File: config.mk
export PLATFORM = sky130hd
export DESIGN_NAME = mm_job_arbiter
export DESIGN_NICKNAME = d
export VERILOG_FILES = /design/src/rtl/mm_job_arbiter.sv
export SDC_FILE = /design/constraint.sdc
export NUM_CORES = 1
export LEC_CHECK = 0
export ABC_AREA = 1
export CAP_MARGIN = 10
export CELL_PAD_IN_SITES_DETAIL_PLACEMENT = 1
export CELL_PAD_IN_SITES_GLOBAL_PLACEMENT = 1
export CORE_ASPECT_RATIO = 0.75
export CORE_MARGIN = 10
export CORE_UTILIZATION = 39
export CTS_BUF_LIST = sky130_fd_sc_hd__clkbuf_4
export DETAILED_ROUTE_END_ITERATION = 6
export DONT_BUFFER_PORTS = 1
export GPL_TIMING_DRIVEN = 0
export PLACE_DENSITY_LB_ADDON = 0.12
export SLEW_MARGIN = 10
export SYNTH_ARGS = -nofsm -noshare
export SYNTH_HDL_FRONTEND = slang
export SYNTH_SLANG_ARGS = --single-unit
export TNS_END_PERCENT = 20
File: constraint.sdc
create_clock -name clk -period 1.79 [get_ports clk]
set_input_delay 0.2685 -clock clk [delete_from_list [all_inputs] [get_ports clk]]
set_output_delay 0.2685 -clock clk [all_outputs]
set_load 0.05 [all_outputs]
File: src/rtl/mm_job_arbiter.sv
// Round-robin arbiter that lends one matrix-multiplier engine to NUM_REQ requesters, one whole job at a time.
// Optional compute watchdog: define MM_ARB_WDOG_EN to abort jobs whose engine stays busy for WDOG_CYCLES cycles.
module mm_job_arbiter #(
    parameter int NUM_REQ     = 2,
    parameter int DATA_WIDTH  = 8,
    parameter int WDOG_CYCLES = 64
) (
    input  logic                          clk,
    input  logic                          rst,
    input  logic [NUM_REQ-1:0]            req,
    input  logic [NUM_REQ*DATA_WIDTH-1:0] req_data,
    input  logic [NUM_REQ-1:0]            req_col_end,
    input  logic [NUM_REQ-1:0]            req_row_end,
    output logic [NUM_REQ-1:0]            gnt,
    output logic [DATA_WIDTH-1:0]         mm_in_data,
    output logic                          mm_col_end,
    output logic                          mm_row_end,
    input  logic                          mm_busy,
    input  logic                          mm_valid,
    input  logic                          mm_is_legal,
    input  logic [19:0]                   mm_out_data,
    output logic [NUM_REQ-1:0]            res_valid,
    output logic [19:0]                   res_data,
    output logic [NUM_REQ-1:0]            res_illegal,
    output logic [NUM_REQ-1:0]            job_done,
    output logic [NUM_REQ-1:0]            job_err,
    output logic [1:0]                    dbg_state
);

    localparam int OW = (NUM_REQ > 2) ? 2 : 1;

    localparam logic [1:0] S_IDLE    = 2'd0;
    localparam logic [1:0] S_LOAD    = 2'd1;
    localparam logic [1:0] S_COMPUTE = 2'd2;
    localparam logic [1:0] S_RELEASE = 2'd3;

    logic [1:0]         state;
    logic [OW-1:0]      owner;
    logic [OW-1:0]      rr_ptr;
    logic [OW-1:0]      winner;
    logic [OW-1:0]      scan_idx;
    logic               any_req;
    logic               rowend_cnt;
    logic               wdog_hit;
    logic [NUM_REQ-1:0] owner_onehot;
    logic [NUM_REQ-1:0] winner_onehot;

    // Scan downwards so the last hit, which is the first in rr_ptr+1.. order, wins.
    always_comb begin
        winner   = rr_ptr;
        any_req  = 1'b0;
        scan_idx = '0;
        for (int i = NUM_REQ; i >= 1; i--) begin
            scan_idx = OW'((int'(rr_ptr) + i) % NUM_REQ);
            if (req[scan_idx]) begin
                winner  = scan_idx;
                any_req = 1'b1;
            end
        end
    end

    always_comb begin
        owner_onehot          = '0;
        owner_onehot[owner]   = 1'b1;
        winner_onehot         = '0;
        winner_onehot[winner] = 1'b1;
    end

    // Only the owner's stream reaches the engine, and only while loading.
    always_comb begin
        mm_in_data = '0;
        mm_col_end = 1'b0;
        mm_row_end = 1'b0;
        for (int k = 0; k < NUM_REQ; k++) begin
            if (state == S_LOAD && owner == OW'(k)) begin
                mm_in_data = req_data[k*DATA_WIDTH +: DATA_WIDTH];
                mm_col_end = req_col_end[k];
                mm_row_end = req_row_end[k];
            end
        end
    end

    always_ff @(posedge clk or posedge rst) begin
        if (rst) begin
            state      <= S_IDLE;
            gnt        <= '0;
            owner      <= '0;
            rr_ptr     <= OW'(NUM_REQ - 1);
            rowend_cnt <= 1'b0;
        end else begin
            case (state)
                S_IDLE: begin
                    if (any_req) begin
                        owner <= winner;
                        gnt   <= winner_onehot;
                        state <= S_LOAD;
                    end
                end
                S_LOAD: begin
                    // First row_end closes A, second closes B and hands off to the engine.
                    if (mm_row_end) begin
                        if (rowend_cnt) begin
                            rowend_cnt <= 1'b0;
                            state      <= S_COMPUTE;
                        end else begin
                            rowend_cnt <= 1'b1;
                        end
                    end
                end
                S_COMPUTE: begin
                    if (!mm_busy || wdog_hit) begin
                        state <= S_RELEASE;
                    end
                end
                default: begin
                    gnt    <= '0;
                    rr_ptr <= owner;
                    state  <= S_IDLE;
                end
            endcase
        end
    end

`ifdef MM_ARB_WDOG_EN
    logic [15:0] wdog_cnt;

    always_ff @(posedge clk or posedge rst) begin
        if (rst) begin
            wdog_cnt <= '0;
        end else if (state == S_LOAD && mm_row_end && rowend_cnt) begin
            wdog_cnt <= '0;
        end else if (state == S_COMPUTE) begin
            wdog_cnt <= wdog_cnt + 16'd1;
        end
    end

    assign wdog_hit = (state == S_COMPUTE) && mm_busy && (wdog_cnt == 16'(WDOG_CYCLES - 1));
    assign job_err  = wdog_hit ? owner_onehot : '0;
`else
    assign wdog_hit = 1'b0;
    assign job_err  = '0;
`endif

    // Result path has no back-pressure: res_valid is a one-cycle strobe qualified by
    // mm_valid & mm_is_legal, and the owner must take res_data in the cycle it is high.
    assign res_data    = mm_out_data;
    assign res_valid   = (state == S_COMPUTE && mm_valid && mm_is_legal)  ? owner_onehot : '0;
    assign res_illegal = (state == S_COMPUTE && mm_valid && !mm_is_legal) ? owner_onehot : '0;
    assign job_done    = (state == S_RELEASE) ? owner_onehot : '0;
    assign dbg_state   = state;

endmodule
==> results.toml <==
[grt]
gr-usage-met1_pct = 12.1
initial_antenna_violation_count = 0
grt_usage_pct = 11.6
grt_max_degree = 11
grt_util_met2_pct = 18.7
grt.overflow.total = 0
grt_pass1_wl_mm = 4.08
gr-max-usage-layer = "met2"
first_global_vias = 864
grt.met3_usage_pct = 9.21

[logic_synthesis]
synth_top_area_share_pct = 20.8
mappedNetlistArea_um2 = 795
number_of_warnings_reported_in_the_yosys_synthesis_log = 0
yosys.area_share.adder_pct = 6.30
synth-seq-area-share_pct = 22.2
netlist_top_cells_area = "buf_4 21%, dfrtp_1 19%, nand3_1 13%, nand2_1 10%, inv_1 6.6%"
yosys.area_share.xor_xnor_pct = 1.10
yosys_register_bits = 7
post_synthesis_compound_gate_area_fraction_pct = 4.41
post_synth_inst_count = 116
synth_area_leader_cell = "buf_4"
post_synth.cell_area_avg_um2 = 6.85
synth_top_family_by_area = "simple AND/OR/NAND/NOR gates"
synth_simple_gate_area_share_pct = 33.5
yosys-mux-area-fraction_pct = 0
synthDistinctLibCells = 19

[clocking]
clkSlewWorstSetupHoldPaths_ns = 0.05
htree_num_levels = 1
ctsRootBufferMaster = "clkbuf_4"
cts_tree = "yes"
cts_made_buffers = 3
cts_max_path_buffers = 2
worst_skew_pair.late_latency_ns = 0.25
cts_sinks = 7

[floorplanning]
core.rowCount = 14
dieHeight_um = 59.1
floorplan.die.width_um = 72.1
design.die.area_um2 = 4260
ioPinCount = 89
core_um2 = 1980
initial_utilization_pct = 40.1

[routing]
drt_first_iter_violations = 20
vias = 782
vias_per_cell = 5.25
antenna_left = 0
route.detailed.drc = 0
detailed_router_iteration_count_before_antenna_repair = 4
average_wire_per_standard_cell_um = 19.0
finalWirelength_mm = 2.83

[pwr]
totalPowerFinal_uw = 2070
power.leakage_uw = 0.000509
pwr_density_cell_nw_per_um2 = 1970
power.ir.vdd_worst_v = 0.00108

[placement]
routabilityCongestion = 0.760
port_buffers = 0
dpl.hpwl_mm = 2.42

[critical_path]
cp.arrival_ns = 1.78
cell_family_with_most_cp_delay = "simple AND/OR/NAND/NOR gates"
start_kind = "flop"
worstPathMaxFanout = 5
path_class = "reg2out"
critPathBufInv = 2
worstPathCellList = "inv_2, ha_4, inv_4, nor4_4"
slowest_stage_delay_cp_ns = 0.63
cp.required_ns = 1.52
setup.worst_path.end_class = "output port"
timing.critical_path.slowest_stage_cell = "nor4_4"

[sta]
fin_crit_ns = 2.05
postLayoutSetupSlackWorst_ns = -0.258
skew_ns = 0.000723
setup_repair_after_global_routing_missed_its_margin = "yes"
max_freq_mhz = 488
post-route-period-util_pct = 114
final-max-slew-violation-count = 0
slew-limit-headroom_pct = 50.1
tightestPinTransition_ns = 0.743
finalHoldWorstSlack_ns = 0.267
timing.setup.tns_ns = -2.60
hold_violations = 0
finalSetupViolCount = 14

[status]
failed_checks = "setup timing"
run_status = "finished with violations"

[finish]
filler_cell_count = 266
synthToLayoutAreaGrowth_pct = 32.1
drive_above_1_share_pct = 50.4
layout_commonest_cell = "buf_4"
final_stage_net_count = 177
final_util_pct = 53.0
most-common-layout-cells = "25 x buf_4, 19 x nand3_1, 12 x nand2_1"
diodes_inserted = 0

[hold_path]
worst_hold_path_type = "in2reg"

[run]
drv_cap = 0
report_power, final:
| part | total (µW) | leakage, µW | internal [µW] | switching, µW |
|---|---|---|---|---|
| combinational | 1450 | 0.000407 | 412 | 1040 |
| clock | 163 | 0.0000184 | 100 | 62.7 |
| sequential | 459 | 0.0000835 | 244 | 215 |
path summary, 6_finish.rpt:
path / endpoint / cells past startpoint / start / slack [ns]
min: gnt[0] / 3 / req[1] / 0.27
min in group asynchronous: gnt[0] / 2 / rst / 0.39
max: res_illegal[0] / 4 / dbg_state[0] / -0.26
max reg2reg: dbg_state[1] / 9 / dbg_state[0] / 0.14
min reg2reg: rowend_cnt / 1 / rowend_cnt / 0.47
max in group asynchronous: rr_ptr / 2 / rst / 1.13
kinds of logic (layout without fill, tap and decap cells):
kind of cell | after synthesis | count (layout)
AOI/OAI and AO/OA | 7 | 7
xor gates and xnor gates | 1 | 1
adders and majority gates | 4 | 4
buffers and inverters | 41 | 49
DFF | 7 | 7
other | 1 | 2
and+or+nand+nor | 55 | 55
synth_stat cells:
cell type and count:
nor4_1 2, nand4_1 2, buf_2 2, nor2_1 5
o21ai_0 3, inv_1 14, nand3_1 20, buf_4 22
ha_1 4, conb_1 1, nand3_2 4, inv_2 1
xor2_1 1, nand2_1 22, dfstp_2 1, dfrtp_1 6
a21oi_1 2, o21ai_1 2, buf_6 2
final cells by class:
cell class	count	area, µm²	share of cell area (%)
buffer	26	198	18.8
clock buffer	4	30.0	2.86
inverter	15	62.6	5.96
multi-input combinational	69	515	49.1
sequential	7	181	17.3
tap	24	30.0	2.86
timing repair buffer	4	32.5	3.10
flip-flops by register name, indices dropped and copies added, names as in the netlist:
signal      count
dbg_state       2
rowend_cnt      1
owner           1
rr_ptr          1
gnt             2
routing by layer:
layer / wire length [µm] / vias to the layer above
li1: - / 367
met1: 1010 / 356
met2: 1340 / 59
met3: 480 / 0
met4: 0 / 0
met5: 0 / -
tightest hold or removal path: stages:
cell,delay [ns]
nand2_1,0.03
o21ai_0,0.10
o21ai_1,0.08
stage by stage:
stage          cells  worst slack, ns  area [µm²]
2_1_floorplan    117          -0.0255         833
3_3_place_gp     141           -0.146         863
3_5_place_dp     141           -0.169         863
6_report         149           -0.258        1050
4_1_cts          149           -0.261        1030
5_1_grt          149           -0.321        1050
timing repair:
item / in CTS / in global routing
pin swaps: 3 / 3
resized for setup: 28 / 4
endpoints found under the hold margin: 6 / 0
setup buffers: 3 / 0
hold buffers: 1 / 0
endpoints found under the setup margin: 17 / 16
Power figures use the tool's default switching activity.
